===== src/rtl/alu_test_sequencer.sv =====
`default_nettype none
// ============================================================================
// alu_test_sequencer: walks an operand ROM through a function unit, folding results into status.
// Revision: 1.0
// ============================================================================
module alu_test_sequencer #(
  parameter int AW = 4
) (
  input  logic          clk,
  input  logic          reset,
  input  logic          i_start,
  input  logic [3:0]    i_fs_sel,
  output logic [AW-1:0] o_rom_addr,
  input  logic [15:0]   i_rom_data,
  output logic [7:0]    o_opa,
  output logic [7:0]    o_opb,
  output logic [3:0]    o_fs,
  input  logic [7:0]    i_result,
  input  logic          i_v,
  input  logic          i_c,
  input  logic          i_n,
  input  logic          i_z,
  output logic [7:0]    o_last_result,
  output logic [3:0]    o_flags_sticky,
  output logic [AW:0]   o_zero_count,
  output logic [7:0]    o_checksum,
  output logic          o_busy,
  output logic          o_done
);

  typedef enum logic [2:0] {
    S_IDLE  = 3'd0,
    S_FETCH = 3'd1,
    S_LOAD  = 3'd2,
    S_CAPT  = 3'd3,
    S_DONE  = 3'd4
  } state_t;

  localparam logic [AW-1:0] c_last_addr = {AW{1'b1}};
  localparam logic [AW-1:0] c_addr_one  = {{(AW-1){1'b0}}, 1'b1};
  localparam logic [AW:0]   c_zc_one    = {{AW{1'b0}}, 1'b1};

  state_t        r_state;
  state_t        w_next;
  logic [AW-1:0] r_rom_addr;
  logic [7:0]    r_opa;
  logic [7:0]    r_opb;
  logic [3:0]    r_fs;
  logic [7:0]    r_last_result;
  logic [3:0]    r_flags_sticky;
  logic [AW:0]   r_zero_count;
  logic [7:0]    r_checksum;
  logic          w_last_entry;

  assign w_last_entry = (r_rom_addr == c_last_addr);

  always_ff @(posedge clk) begin
    if (reset) begin
      r_state <= S_IDLE;
    end else begin
      r_state <= w_next;
    end
  end

  always_comb begin
    w_next = r_state;
    case (r_state)
      S_IDLE:  if (i_start) w_next = S_FETCH;
      S_FETCH: w_next = S_LOAD;
      S_LOAD:  w_next = S_CAPT;
      S_CAPT:  w_next = w_last_entry ? S_DONE : S_FETCH;
      S_DONE:  w_next = S_IDLE;
      default: w_next = S_IDLE;
    endcase
  end

  // ROM address is held through FETCH/LOAD so the synchronous ROM output stays aligned
  always_ff @(posedge clk) begin
    if (reset) begin
      r_rom_addr     <= '0;
      r_opa          <= '0;
      r_opb          <= '0;
      r_fs           <= '0;
      r_last_result  <= '0;
      r_flags_sticky <= '0;
      r_zero_count   <= '0;
      r_checksum     <= '0;
    end else begin
      case (r_state)
        S_IDLE: begin
          if (i_start) begin
            r_fs           <= i_fs_sel;
            r_rom_addr     <= '0;
            r_last_result  <= '0;
            r_flags_sticky <= '0;
            r_zero_count   <= '0;
            r_checksum     <= '0;
          end
        end
        S_LOAD: begin
          r_opa <= i_rom_data[15:8];
          r_opb <= i_rom_data[7:0];
        end
        S_CAPT: begin
          r_last_result  <= i_result;
          r_flags_sticky <= r_flags_sticky | {i_v, i_c, i_n, i_z};
          if (i_z) r_zero_count <= r_zero_count + c_zc_one;
          r_checksum     <= r_checksum + i_result;
          if (!w_last_entry) r_rom_addr <= r_rom_addr + c_addr_one;
        end
        default: ;
      endcase
    end
  end

  assign o_rom_addr     = r_rom_addr;
  assign o_opa          = r_opa;
  assign o_opb          = r_opb;
  assign o_fs           = r_fs;
  assign o_last_result  = r_last_result;
  assign o_flags_sticky = r_flags_sticky;
  assign o_zero_count   = r_zero_count;
  assign o_checksum     = r_checksum;
  assign o_busy         = (r_state != S_IDLE);
  assign o_done         = (r_state == S_DONE);

endmodule
`default_nettype wire

===== config.mk =====
export PLATFORM = sky130hd
export DESIGN_NAME = alu_test_sequencer
export DESIGN_NICKNAME = d
export VERILOG_FILES = /design/src/rtl/alu_test_sequencer.sv
export SDC_FILE = /design/constraint.sdc
export NUM_CORES = 1
export LEC_CHECK = 0
export BUFFER_PORTS_ARGS = -buffer_cell sky130_fd_sc_hd__buf_4
export CAP_MARGIN = 25
export CORE_UTILIZATION = 48
export DETAILED_ROUTE_END_ITERATION = 8
export PLACE_DENSITY = 0.78
export SLEW_MARGIN = 10
export SYNTH_ARGS = -nofsm -noshare
export SYNTH_HDL_FRONTEND = slang
export SYNTH_SLANG_ARGS = --single-unit

===== constraint.sdc =====
create_clock -name clk -period 2.1 [get_ports clk]
set_input_delay 0.21 -clock clk [delete_from_list [all_inputs] [get_ports clk]]
set_output_delay 0.21 -clock clk [all_outputs]
set_load 0.01 [all_outputs]

==> results of run 1 <==
==> cells in the mapped netlist <==
library cell / instances
and3_1: 1
o211ai_1: 4
o21ai_0: 3
nor2_2: 2
nand3_1: 6
buf_2: 4
or3_2: 1
nor3b_2: 1
o21bai_1: 1
a21o_1: 3
a2bb2oi_1: 1
inv_1: 1
dfxtp_1: 52
a211oi_1: 2
nor2_1: 26
buf_4: 1
nand2b_1: 1
a22oi_1: 11
clkbuf_1: 8
nand2_4: 1
nand2_1: 49
mux2i_1: 1
nor3_1: 3
xor2_1: 8
nor3b_1: 2
nand3b_2: 1
fa_1: 1
nor4b_4: 1
a21oi_1: 34
a211o_1: 1
nand4_1: 2
or4b_4: 1
a32oi_1: 1
xnor2_1: 3
and3b_2: 1
buf_6: 4
or2b_1: 1
o22ai_1: 3
or2_2: 1
or3b_2: 1
ha_1: 9
==> layer usage <==
metal | track usage, % | vias up | routed length, µm
met5 | 0 | - | 0
met4 | 6.444 | 0 | 57
met3 | 5.983 | 5 | 323
met2 | 34.08 | 61 | 2474
met1 | 26.70 | 954 | 2353
li1 | - | 1044 | -
==> sequential cells by signal (all words and copies together), names as in the netlist <==
| register | cells |
|---|---|
| o_checksum | 8 |
| o_last_result | 8 |
| o_opa | 8 |
| o_rom_addr | 4 |
| r_state | 3 |
| o_opb | 8 |
| o_fs | 4 |
| o_flags_sticky | 4 |
| o_zero_count | 5 |
==> how the worst min path moves through the flow <==
stage | from | endpoint | slack, ns
final | i_c | o_flags_sticky[2]$_SDFFE_PP0P_ | 0.13
after global routing | i_v | o_flags_sticky[3]$_SDFFE_PP0P_ | 0.12
after global placement | i_v | o_flags_sticky[3]$_SDFFE_PP0P_ | 0.43
after floorplan | i_fs_sel[0] | o_fs[0]$_SDFFE_PP0P_ | 0.35
after detailed placement | o_opa[6]$_SDFFE_PP0N_ | o_opa[6]$_SDFFE_PP0N_ | 0.45
after CTS | i_v | o_flags_sticky[3]$_SDFFE_PP0P_ | 0.13
==> kinds of logic (layout without fill, tap and decap cells) <==
kind of cell    after synthesis  after routing
xor+xnor                     11             11
simple gates                102            102
compound gates               64             64
buf+inv                      18             99
mux                           1              1
fa+ha+maj                    10             10
flops                        52             52
==> power groups by stage <==
stage	Sequential, µW	Clock, µW	Combinational [µW]
2_1_floorplan	1120	0	289
3_3_place_gp	1120	0	464
3_5_place_dp	1120	0	473
4_1_cts	1100	763	475
5_1_grt	1110	798	519
6_report	1100	748	471
==> worst min-delay path, stage by stage <==
cell	delay (ns)
buf_4	0.08
a21oi_1	0.05
nor2_1	0.07
==> per-stage QoR <==
stage               instance area (µm²)  setup WS (ns)
detailed placement                 2904        0.08769
floorplan                          2266         0.2393
finish                             3035         0.1725
CTS                                3030        0.09863
global placement                   2904         0.1488
global route                       3035        0.05374
==> area by class of cell <==
type,instances,share of cell area (%)
multi-input cells,188,37.02
flip-flops and latches,52,34.30
repair buffers,90,22.26
clock buffers,7,3.174
well taps,52,2.143
clock inverters,1,0.9893
inverters,1,0.1237
==> impl_metrics.prom, run 1 <==
# TYPE chip_impl_metric gauge
chip_impl_metric{name="timing_hold_violations_final",unit=""} 0
chip_impl_metric{name="pwr-share-clk",unit="%"} 32.3
chip_impl_metric{name="die_area",unit="µm²"} 4999
chip_impl_metric{name="seq_power_share",unit="%"} 47.4
chip_impl_metric{name="postCtsHoldBufs",unit=""} 0
chip_impl_metric{name="fin_hold_ws",unit="ns"} 0.1297
chip_impl_metric{name="coreArea",unit="µm²"} 4444
chip_impl_metric{name="cts-buffers-inserted",unit=""} 5
chip_impl_metric{name="clk-insertion-delay-late",unit="ns"} 0.31
chip_impl_metric{name="synth-simple-area-share",unit="%"} 21.70
chip_impl_metric{name="synth_top_area_share",unit="%"} 45.94
chip_impl_metric{name="synthCells",unit=""} 258
chip_impl_metric{name="final_cell_count_no_fill",unit=""} 391
chip_impl_metric{name="totalNegativeSetupSlack",unit="ns"} 0
chip_impl_metric{name="period_share",unit="%"} 91.79
chip_impl_metric{name="finalClockSkew",unit="ns"} 0.01160
chip_impl_metric{name="cp.arrival",unit="ns"} 2.12
chip_impl_metric{name="syn_area",unit="µm²"} 2266
chip_impl_metric{name="vias",unit=""} 2064
chip_impl_metric{name="grt_pass1_wl",unit="µm"} 8349
chip_impl_metric{name="period_minus_ws_final",unit="ns"} 1.928
chip_impl_info{name="ys_top_cells_by_area",value="dfxtp_1, nand2_1, a21oi_1"} 1
chip_impl_metric{name="worstPathMaxFanout",unit=""} 3
chip_impl_info{name="cpLargestDelayFamily",value="adder cells"} 1
chip_impl_metric{name="seq_area_frac_synth",unit="%"} 45.94
chip_impl_metric{name="slew_violations",unit=""} 0
chip_impl_metric{name="worstPathRequired",unit="ns"} 2.29
chip_impl_metric{name="grtUsageTotal",unit="%"} 20.83
chip_impl_metric{name="adder_and_majority_gate_portion_of_the_synthesized_area",unit="%"} 5.853
chip_impl_metric{name="cap_violations",unit=""} 0
chip_impl_info{name="cp-endpoint",value="o_checksum[6]$_SDFFE_PP0P_"} 1
chip_impl_metric{name="maximum_number_of_pins_on_one_net_before_global_route_repair",unit=""} 35
chip_impl_metric{name="numPlacedInstances",unit=""} 383
chip_impl_metric{name="multiInputGateArea",unit="µm²"} 1124
chip_impl_metric{name="timing.final.setup_violations",unit=""} 0
chip_impl_metric{name="synth.area.mux_share",unit="%"} 0.4417
chip_impl_metric{name="synth.avg_cell_area",unit="µm²"} 8.783
chip_impl_metric{name="initial_utilization",unit="%"} 50.99
chip_impl_metric{name="p_leak",unit="µW"} 0.001347
chip_impl_metric{name="max_stage_delay",unit="ns"} 0.44
chip_impl_info{name="layout_common_cells",value="buf_4, dfxtp_1, nand2_1"} 1
chip_impl_metric{name="intPower",unit="µW"} 1693
chip_impl_info{name="cp_slowest_cell",value="fa_1"} 1
chip_impl_metric{name="ff_latch_area",unit="µm²"} 1041
chip_impl_metric{name="yosysWarnings",unit=""} 0
chip_impl_metric{name="switching_share",unit="%"} 26.96
chip_impl_metric{name="wl_per_cell",unit="µm"} 13.32
chip_impl_info{name="timing.critical_path.cells",value="ha_1 -> fa_1 -> a211oi_2 -> o21bai_1 -> a21oi_1 -> xor2_1 -> o22ai_1"} 1
chip_impl_metric{name="layout.core_utilization",unit="%"} 68.30
chip_impl_info{name="timing.setup.critical_path_class",value="reg2reg"} 1
chip_impl_info{name="run_status",value="finished, violations left"} 1
chip_impl_info{name="violated_checks",value="design-rule violations"} 1
chip_impl_metric{name="clk_path_buf_depth",unit=""} 2
chip_impl_info{name="mostFrequentLayoutCell",value="buf_4"} 1
chip_impl_metric{name="height_of_the_die",unit="µm"} 70.71
chip_impl_metric{name="fraction_of_the_mapped_netlist_area_in_compound_gates",unit="%"} 17.12
chip_impl_metric{name="post_synth_xor_area_fraction",unit="%"} 4.252
chip_impl_metric{name="port-buffer-count",unit=""} 85
chip_impl_metric{name="cts_repair_resize_count",unit=""} 0
chip_impl_metric{name="power_switching",unit="µW"} 624.8
chip_impl_metric{name="antenna_found_initial",unit=""} 0
chip_impl_metric{name="synthesis.nets",unit=""} 303
chip_impl_metric{name="final_layout_net_count",unit=""} 383
chip_impl_metric{name="power.density_cell_area",unit="nW/µm²"} 763.5
chip_impl_metric{name="ys_seq_elements",unit=""} 52
chip_impl_info{name="clock-root-buffer",value="clkbuf_8"} 1
chip_impl_metric{name="floorplan.rows",unit=""} 24
chip_impl_metric{name="postCtsSetupBuffers",unit=""} 0
chip_impl_metric{name="fin_total_pwr",unit="µW"} 2318
chip_impl_info{name="min_path_type",value="in2reg"} 1
chip_impl_metric{name="hold-path-cell-count",unit=""} 3
chip_impl_metric{name="drt_wl_total",unit="µm"} 5208
chip_impl_metric{name="worst_pin_slew",unit="ns"} 0.8932
chip_impl_metric{name="ir_worst_vdd",unit="mV"} 0.5496
chip_impl_metric{name="drt_iter0_drc",unit=""} 80
chip_impl_metric{name="worstSetupPathDepth",unit=""} 7
chip_impl_metric{name="post_cts_clock_slew_at_the_launch_and_capture_registers_of_the_worst_setup_and_hold_paths",unit="ns"} 0.10
chip_impl_info{name="tritoncts",value="built"} 1
chip_impl_metric{name="cts_max_level",unit=""} 2
chip_impl_metric{name="antenna_cells",unit=""} 0
chip_impl_metric{name="final_layout_size_suffix_gt1_share",unit="%"} 32.45
chip_impl_metric{name="pwr-share-comb",unit="%"} 20.3
chip_impl_metric{name="io_pins",unit=""} 86
chip_impl_metric{name="finalWeightedCongestion",unit=""} 0.8272
chip_impl_info{name="worst_flop_to_flop_path_startpoint",value="o_checksum[0]$_SDFFE_PP0P_"} 1
chip_impl_metric{name="max_freq",unit="MHz"} 518.8
chip_impl_info{name="crit_path_start",value="o_checksum[0]$_SDFFE_PP0P_"} 1
chip_impl_metric{name="final_antenna_net_count",unit=""} 0
chip_impl_metric{name="post-route-drc-count",unit=""} 8
chip_impl_metric{name="hpwl",unit="µm"} 3730
chip_impl_metric{name="worst-r2r-setup-slack",unit="ns"} 0.17
chip_impl_metric{name="detail_route.first_pass.iterations",unit=""} 6
chip_impl_metric{name="worst_slew_margin_rel",unit="%"} 40.23
chip_impl_metric{name="area.growth.synth_to_final",unit="%"} 33.96
chip_impl_info{name="critical_path.endpoint_type",value="register"} 1
chip_impl_metric{name="grt_overflow_total",unit=""} 0
chip_impl_info{name="largest_family_of_logic_cells_by_synthesized_area",value="simple AND/OR/NAND/NOR gates"} 1
chip_impl_metric{name="synth_unique_cells",unit=""} 41
chip_impl_info{name="rsz0062_at_grt",value="false"} 1
chip_impl_metric{name="worst_r2r_path_depth",unit=""} 7
chip_impl_metric{name="avgViaCountPerCell",unit=""} 5.279
chip_impl_metric{name="vias_in_the_first_global_route",unit=""} 1829
chip_impl_info{name="critical_path.reg2reg.endpoint",value="o_checksum[6]$_SDFFE_PP0P_"} 1
chip_impl_metric{name="worst_path_bufs_invs",unit=""} 0
chip_impl_metric{name="clkSinkCount",unit=""} 52
chip_impl_metric{name="nFillCells",unit=""} 400
chip_impl_info{name="critical_path.startpoint_type",value="register"} 1
chip_impl_metric{name="die_extent_in_x",unit="µm"} 70.71
chip_impl_info{name="yosysTopAreaCell",value="dfxtp_1"} 1
Power figures use the tool's default switching activity.
==> run 2, diff against run 1 <==
Settings changed: CORE_UTILIZATION 48 to 52, PLACE_DENSITY 0.78 to 0.84.
Clock period 2.1 ns to 2.33 ns, I/O delays scaled along.
==> run 2 against run 1 <==
Compared with the run above: the run now ends clean; critical endpoint unchanged; non-clock buffer count down 3; sequential cell count unchanged; hold slack better by 0.033 ns; via count down 0.97%; setup slack better by 0.20 ns; first-iteration DRC count up 50%; core utilization up 4.4 points.
==> impl_metrics.prom, run 2 (same netlist as run 1, synthesis figures left out) <==
# TYPE chip_impl_metric gauge
chip_impl_info{name="run_status",value="finished, final reports clean"} 1
chip_impl_metric{name="ir_worst_vdd",unit="mV"} 0.6119
chip_impl_metric{name="max_freq",unit="MHz"} 512.0
chip_impl_info{name="whs_endpoint",value="o_flags_sticky[2]$_SDFFE_PP0P_"} 1
chip_impl_info{name="worst_flop_to_flop_path_startpoint",value="o_checksum[0]$_SDFFE_PP0P_"} 1
chip_impl_metric{name="postCtsHoldBufs",unit=""} 0
chip_impl_metric{name="height_of_the_die",unit="µm"} 68.01
chip_impl_info{name="timing.setup.critical_path_class",value="reg2reg"} 1
chip_impl_metric{name="postCtsSetupBuffers",unit=""} 0
chip_impl_metric{name="timing_hold_violations_final",unit=""} 0
chip_impl_metric{name="finalWeightedCongestion",unit=""} 0.8825
chip_impl_metric{name="grt_overflow_total",unit=""} 0
chip_impl_metric{name="initial_utilization",unit="%"} 55.45
chip_impl_metric{name="worst_pin_slew",unit="ns"} 0.8927
chip_impl_metric{name="post-route-drc-count",unit=""} 0
chip_impl_metric{name="postLayoutSetupSlackWorst",unit="ns"} 0.3768
chip_impl_metric{name="clk_path_buf_depth",unit=""} 2
chip_impl_metric{name="cts_max_level",unit=""} 2
chip_impl_info{name="critical_path.endpoint_type",value="register"} 1
chip_impl_metric{name="io_pins",unit=""} 86
chip_impl_metric{name="post_cts_clock_slew_at_the_launch_and_capture_registers_of_the_worst_setup_and_hold_paths",unit="ns"} 0.09
chip_impl_metric{name="maximum_number_of_pins_on_one_net_before_global_route_repair",unit=""} 45
chip_impl_metric{name="worstPathRequired",unit="ns"} 2.51
chip_impl_info{name="min_from",value="i_c"} 1
chip_impl_metric{name="power_switching",unit="µW"} 546.4
chip_impl_metric{name="fin_total_pwr",unit="µW"} 1929
chip_impl_metric{name="area.growth.synth_to_final",unit="%"} 31.03
chip_impl_metric{name="cp.arrival",unit="ns"} 2.13
chip_impl_metric{name="antenna_found_initial",unit=""} 0
chip_impl_info{name="cp_slowest_cell",value="fa_1"} 1
chip_impl_metric{name="port-buffer-count",unit=""} 85
chip_impl_info{name="critical_path.reg2reg.endpoint",value="o_checksum[6]$_SDFFE_PP0P_"} 1
chip_impl_metric{name="cts-buffers-inserted",unit=""} 5
chip_impl_metric{name="worst_r2r_path_depth",unit=""} 7
chip_impl_metric{name="final_layout_size_suffix_gt1_share",unit="%"} 30.95
chip_impl_metric{name="seq_power_share",unit="%"} 51.4
chip_impl_metric{name="cap_violations",unit=""} 0
chip_impl_metric{name="clkSinkCount",unit=""} 52
chip_impl_metric{name="max_stage_delay",unit="ns"} 0.43
chip_impl_info{name="crit_path_start",value="o_checksum[0]$_SDFFE_PP0P_"} 1
chip_impl_info{name="mostFrequentLayoutCell",value="buf_4"} 1
chip_impl_info{name="rsz0062_at_grt",value="false"} 1
chip_impl_info{name="layout_common_cells",value="buf_4, dfxtp_1, nand2_1"} 1
chip_impl_metric{name="p_leak",unit="µW"} 0.001313
chip_impl_metric{name="floorplan.rows",unit=""} 23
chip_impl_metric{name="vias_in_the_first_global_route",unit=""} 1811
chip_impl_metric{name="period_minus_ws_final",unit="ns"} 1.953
chip_impl_metric{name="pwr-share-comb",unit="%"} 21.7
chip_impl_metric{name="clk-insertion-delay-late",unit="ns"} 0.30
chip_impl_metric{name="antenna_cells",unit=""} 0
chip_impl_metric{name="detail_route.first_pass.iterations",unit=""} 4
chip_impl_metric{name="slew_violations",unit=""} 0
chip_impl_metric{name="grtUsageTotal",unit="%"} 22.28
chip_impl_metric{name="worst_slew_margin_rel",unit="%"} 40.27
chip_impl_info{name="clock-root-buffer",value="clkbuf_8"} 1
chip_impl_metric{name="worstPathMaxFanout",unit=""} 3
chip_impl_metric{name="dp_slack",unit="ns"} 0.3452
chip_impl_metric{name="power.density_cell_area",unit="nW/µm²"} 649.7
chip_impl_metric{name="final_layout_net_count",unit=""} 380
chip_impl_metric{name="switching_share",unit="%"} 28.32
chip_impl_metric{name="drt_wl_total",unit="µm"} 5144
chip_impl_metric{name="coreArea",unit="µm²"} 4086
chip_impl_metric{name="intPower",unit="µW"} 1383
chip_impl_metric{name="hold-path-cell-count",unit=""} 3
chip_impl_metric{name="timing.final.setup_violations",unit=""} 0
chip_impl_metric{name="hpwl",unit="µm"} 3624
chip_impl_metric{name="worst-r2r-setup-slack",unit="ns"} 0.38
chip_impl_metric{name="grt_pass1_wl",unit="µm"} 7859
chip_impl_metric{name="period_share",unit="%"} 83.83
chip_impl_metric{name="drt_iter0_drc",unit=""} 120
chip_impl_metric{name="die_extent_in_x",unit="µm"} 68.01
chip_impl_metric{name="finalClockSkew",unit="ns"} 0.008157
chip_impl_metric{name="cts_repair_resize_count",unit=""} 0
chip_impl_metric{name="vias",unit=""} 2044
chip_impl_metric{name="final_antenna_net_count",unit=""} 0
chip_impl_metric{name="totalNegativeSetupSlack",unit="ns"} 0
chip_impl_info{name="tritoncts",value="built"} 1
chip_impl_info{name="min_path_type",value="in2reg"} 1
chip_impl_info{name="critical_path.startpoint_type",value="register"} 1
chip_impl_metric{name="wl_per_cell",unit="µm"} 13.33
chip_impl_metric{name="avgViaCountPerCell",unit=""} 5.295
chip_impl_metric{name="die_area",unit="µm²"} 4625
chip_impl_metric{name="pwr-share-clk",unit="%"} 27.0
chip_impl_info{name="timing.critical_path.cells",value="ha_1 -> fa_1 -> a211oi_1 -> o21bai_1 -> a21oi_1 -> xor2_1 -> o22ai_1"} 1
chip_impl_metric{name="nFillCells",unit=""} 330
run 2: cell types whose count changed in the layout (fill, tap and decap cells not counted):
cell / before / now
buf_4: 90 / 87
clkbuf_1: 0 / 2
a211oi_1: 1 / 2
a211oi_2: 1 / 0
bufinv_16: 1 / 0
clkbuf_8: 7 / 6
run 2: critical path, delay by kind of cell (launching register included):
family,cells,cell delay (ns)
compound gates,4,0.68
fa+ha+maj,2,0.65
flops,1,0.33
xor+xnor,1,0.16
run 2: cell type report:
cell class	count	area (µm²)	area share, %
Timing Repair Buffer	87	653.1	22.00
Clock buffer	8	90.09	3.034
Sequential cell	52	1041	35.06
Inverter	1	3.754	0.1264
Multi-Input combinational cell	188	1119	37.67
Tap cell	50	62.56	2.107
run 2: layer usage:
layer / routed length [µm] / up-vias / track usage [%]
met2: 2562 / 55 / 38.24
met3: 307 / 5 / 5.333
met4: 46 / 0 / 6.510
li1: - / 1043 / -
met1: 2228 / 941 / 27.37
met5: 0 / - / 0
run 2: stage by stage:
step           util [%]  area [µm²]  hold WS, ns  std cells
2_1_floorplan         -        2266       0.3690        258
3_3_place_gp      70.45        2879       0.4419        378
3_5_place_dp      70.45        2879       0.4485        378
4_1_cts           72.66        2969       0.1571        386
5_1_grt           72.66        2969       0.1723        386
6_report          72.66        2969       0.1624        386
run 2: worst max-delay path by stage:
stage	end	slack (ns)
2_1_floorplan	o_checksum[6]$_SDFFE_PP0P_	0.47
3_3_place_gp	o_checksum[6]$_SDFFE_PP0P_	0.35
3_5_place_dp	o_checksum[6]$_SDFFE_PP0P_	0.35
4_1_cts	o_checksum[6]$_SDFFE_PP0P_	0.37
5_1_grt	o_checksum[7]$_SDFFE_PP0P_	0.18
6_report	o_checksum[6]$_SDFFE_PP0P_	0.38
run 2: power groups by stage:
stage	registers [µW]	logic, µW	clock network, µW
after floorplan	1010	261	0
after global placement	1010	408	0
after detailed placement	1010	421	0
after CTS	991	423	533
after global routing	1000	460	565
final	991	418	520
==> run 3, diff against run 2 <==
Settings changed: CORE_UTILIZATION 52 to 44, PLACE_DENSITY 0.84 to 0.76.
Clock period 2.33 ns to 1.6 ns, I/O delays scaled along.
==> run 3 against run 2 <==
Compared with the run above: the flow now finishes with violations (negative setup slack); sequential power up 44%; sequential share of layout area decreased by 4.1 points; final area increased by 14%; die area up 18%; wire length up 14%; critical path depth unchanged; clock power grew 84%; clock-buffer cell count down 2; register-to-register slack got worse by 0.46 ns; clock skew is 0.0019 ns lower; first-iteration DRC count down 18%; maximum frequency up 16%; largest power group unchanged; highest routed layer unchanged.
==> impl_metrics.prom, run 3 (same netlist as run 1, synthesis figures left out) <==
# TYPE chip_impl_metric gauge
chip_impl_info{name="clock-root-buffer",value="clkbuf_8"} 1
chip_impl_metric{name="timing.final.setup_violations",unit=""} 10
chip_impl_metric{name="period_share",unit="%"} 104.9
chip_impl_metric{name="final_layout_size_suffix_gt1_share",unit="%"} 43.37
chip_impl_metric{name="area.growth.synth_to_final",unit="%"} 49.48
chip_impl_info{name="rsz0062_at_grt",value="true"} 1
chip_impl_info{name="critical_path.reg2reg.endpoint",value="o_checksum[6]$_SDFFE_PP0P_"} 1
chip_impl_metric{name="post_route_cell_area",unit="µm²"} 3387
chip_impl_metric{name="layout.core_utilization",unit="%"} 69.86
chip_impl_metric{name="grtUsageTotal",unit="%"} 22.05
chip_impl_metric{name="clk_path_buf_depth",unit=""} 2
chip_impl_info{name="critical_path.endpoint_type",value="register"} 1
chip_impl_metric{name="cap_violations",unit=""} 0
chip_impl_metric{name="detail_route.first_pass.iterations",unit=""} 4
chip_impl_metric{name="drt_wl_total",unit="µm"} 5855
chip_impl_metric{name="post_cts_clock_slew_at_the_launch_and_capture_registers_of_the_worst_setup_and_hold_paths",unit="ns"} 0.10
chip_impl_info{name="mostFrequentLayoutCell",value="buf_4"} 1
chip_impl_info{name="violated_checks",value="negative setup slack"} 1
chip_impl_info{name="min_path_type",value="in2reg"} 1
chip_impl_metric{name="postLayoutSetupSlackWorst",unit="ns"} -0.07920
chip_impl_info{name="layout_common_cells",value="buf_4, nand2_1, dfxtp_1"} 1
chip_impl_metric{name="final_antenna_net_count",unit=""} 0
chip_impl_metric{name="grt_pass1_wl",unit="µm"} 9108
chip_impl_info{name="min_from",value="i_rom_data[1]"} 1
chip_impl_metric{name="max_stage_delay",unit="ns"} 0.34
chip_impl_info{name="timing.critical_path.cells",value="ha_4 -> fa_2 -> a211oi_2 -> o21bai_1 -> a21oi_1 -> xor2_1 -> o22ai_1"} 1
chip_impl_metric{name="clkSinkCount",unit=""} 52
chip_impl_metric{name="worstPathMaxFanout",unit=""} 2
chip_impl_info{name="run_status",value="finished, violations left"} 1
chip_impl_metric{name="p_leak",unit="µW"} 0.001472
chip_impl_metric{name="floorplan.rows",unit=""} 25
chip_impl_metric{name="drt_iter0_drc",unit=""} 98
chip_impl_info{name="tritoncts",value="built"} 1
chip_impl_info{name="timing.setup.critical_path_class",value="reg2reg"} 1
chip_impl_metric{name="clk-insertion-delay-late",unit="ns"} 0.31
chip_impl_metric{name="wl_per_cell",unit="µm"} 13.65
chip_impl_metric{name="port-buffer-count",unit=""} 85
chip_impl_metric{name="height_of_the_die",unit="µm"} 73.76
chip_impl_metric{name="numPlacedInstances",unit=""} 413
chip_impl_metric{name="power.density_cell_area",unit="nW/µm²"} 939.2
chip_impl_metric{name="max_freq",unit="MHz"} 595.5
chip_impl_metric{name="cts_max_level",unit=""} 2
chip_impl_info{name="worst_flop_to_flop_path_startpoint",value="o_checksum[0]$_SDFFE_PP0P_"} 1
chip_impl_metric{name="finalWeightedCongestion",unit=""} 0.7938
chip_impl_metric{name="io_pins",unit=""} 86
chip_impl_info{name="whs_endpoint",value="o_opb[1]$_SDFFE_PP0N_"} 1
chip_impl_metric{name="postCtsHoldBufs",unit=""} 0
chip_impl_metric{name="post-route-drc-count",unit=""} 0
chip_impl_metric{name="worst_slew_margin_rel",unit="%"} 61.37
chip_impl_metric{name="placement.cell_area",unit="µm²"} 3057
chip_impl_metric{name="worst_pin_slew",unit="ns"} 0.5789
chip_impl_info{name="cp_slowest_cell",value="dfxtp_2"} 1
chip_impl_metric{name="worst_r2r_path_depth",unit=""} 7
chip_impl_metric{name="ir_worst_vdd",unit="mV"} 0.5414
chip_impl_info{name="critical_path.startpoint_type",value="register"} 1
chip_impl_metric{name="coreArea",unit="µm²"} 4848
chip_impl_metric{name="antenna_found_initial",unit=""} 0
chip_impl_metric{name="final_cell_count_no_fill",unit=""} 429
chip_impl_metric{name="grt_overflow_total",unit=""} 0
chip_impl_metric{name="antenna_cells",unit=""} 0
chip_impl_metric{name="cp.arrival",unit="ns"} 1.88
chip_impl_metric{name="avgViaCountPerCell",unit=""} 5.021
chip_impl_metric{name="finalClockSkew",unit="ns"} 0.006272
chip_impl_metric{name="vias",unit=""} 2154
chip_impl_metric{name="die_area",unit="µm²"} 5441
chip_impl_metric{name="slew_violations",unit=""} 0
chip_impl_metric{name="cts-buffers-inserted",unit=""} 5
chip_impl_metric{name="worst-r2r-setup-slack",unit="ns"} -0.08
chip_impl_metric{name="vias_in_the_first_global_route",unit=""} 2025
chip_impl_metric{name="period_minus_ws_final",unit="ns"} 1.679
chip_impl_metric{name="totalNegativeSetupSlack",unit="ns"} -0.4860
chip_impl_metric{name="worstPathRequired",unit="ns"} 1.81
chip_impl_metric{name="initial_utilization",unit="%"} 46.74
chip_impl_metric{name="hpwl",unit="µm"} 3954
chip_impl_metric{name="fin_hold_ws",unit="ns"} 0.09377
chip_impl_metric{name="final_layout_net_count",unit=""} 406
chip_impl_metric{name="hold-path-cell-count",unit=""} 3
chip_impl_metric{name="timing_hold_violations_final",unit=""} 0
chip_impl_metric{name="die_extent_in_x",unit="µm"} 73.76
chip_impl_metric{name="maximum_number_of_pins_on_one_net_before_global_route_repair",unit=""} 27
run 3: cell types whose count changed in the layout (fill, tap and decap cells not counted), moves of 3 or more:
cell,before,now
buf_4,87,106
buf_6,0,6
dfxtp_1,52,47
dfxtp_2,0,4
nor2_1,26,18
nor2_2,2,5
nor2_4,0,5
xor2_1,8,5
xor2_2,0,3
run 3: per-layer routing:
metal | routed length [µm] | GRT usage, %
met1 | 2614 | 26.66
met2 | 2842 | 37.00
met3 | 331 | 6.722
met4 | 66 | 7.692
met5 | 0 | 0
run 3: per-stage QoR:
| step | worst slack, ns | total power, µW |
|---|---|---|
| after global placement | -0.06120 | 2129 |
| after detailed placement | -0.1174 | 2144 |
| after floorplan | -0.03534 | 1857 |
| after global routing | -0.2051 | 3337 |
| after CTS | -0.1071 | 3124 |
| final | -0.07920 | 3181 |
run 3: final cells by class:
class / instances / area [µm²]
Clock inverter: 2 / 38.79
Tap cell: 67 / 83.83
Sequential cell: 52 / 1050
Multi-Input combinational cell: 188 / 1250
Timing Repair Buffer: 113 / 878.3
Clock buffer: 6 / 82.58
Fill cell: 411 / 1461
Inverter: 1 / 3.754
run 3: worst max-delay path, delay by kind of cell (launching register included):
family,cells,cell delay (ns)
flip-flops,1,0.34
AO/OA/AOI/OAI,4,0.58
XOR/XNOR,1,0.16
adder cells (fa/ha/maj),2,0.50
run 3: timing repair:
item | CTS | global route
gates resized for setup | 10 | 30
buffers inserted | 2 | 6
endpoints found under the setup margin | 27 | 15
pin swaps | 4 | 16
run 3: worst max-delay path by stage:
| stage | from | end | depth (start not counted) |
|---|---|---|---|
| finish | o_checksum[0]$_SDFFE_PP0P_ | o_checksum[6]$_SDFFE_PP0P_ | 7 |
| global route | o_checksum[0]$_SDFFE_PP0P_ | o_checksum[6]$_SDFFE_PP0P_ | 7 |
| CTS | o_checksum[0]$_SDFFE_PP0P_ | o_checksum[6]$_SDFFE_PP0P_ | 7 |
| detailed placement | r_state[0]$_SDFFE_PP0P_ | o_checksum[7]$_SDFFE_PP0P_ | 4 |
| global placement | o_checksum[0]$_SDFFE_PP0P_ | o_checksum[6]$_SDFFE_PP0P_ | 7 |
| floorplan | o_checksum[0]$_SDFFE_PP0P_ | o_checksum[6]$_SDFFE_PP0P_ | 7 |
run 3: power breakdown:
part	switching [µW]	total, µW	internal, µW
clock	447	959	512
sequential	55.4	1430	1380
combinational	394	791	397
total	897	3180	2280
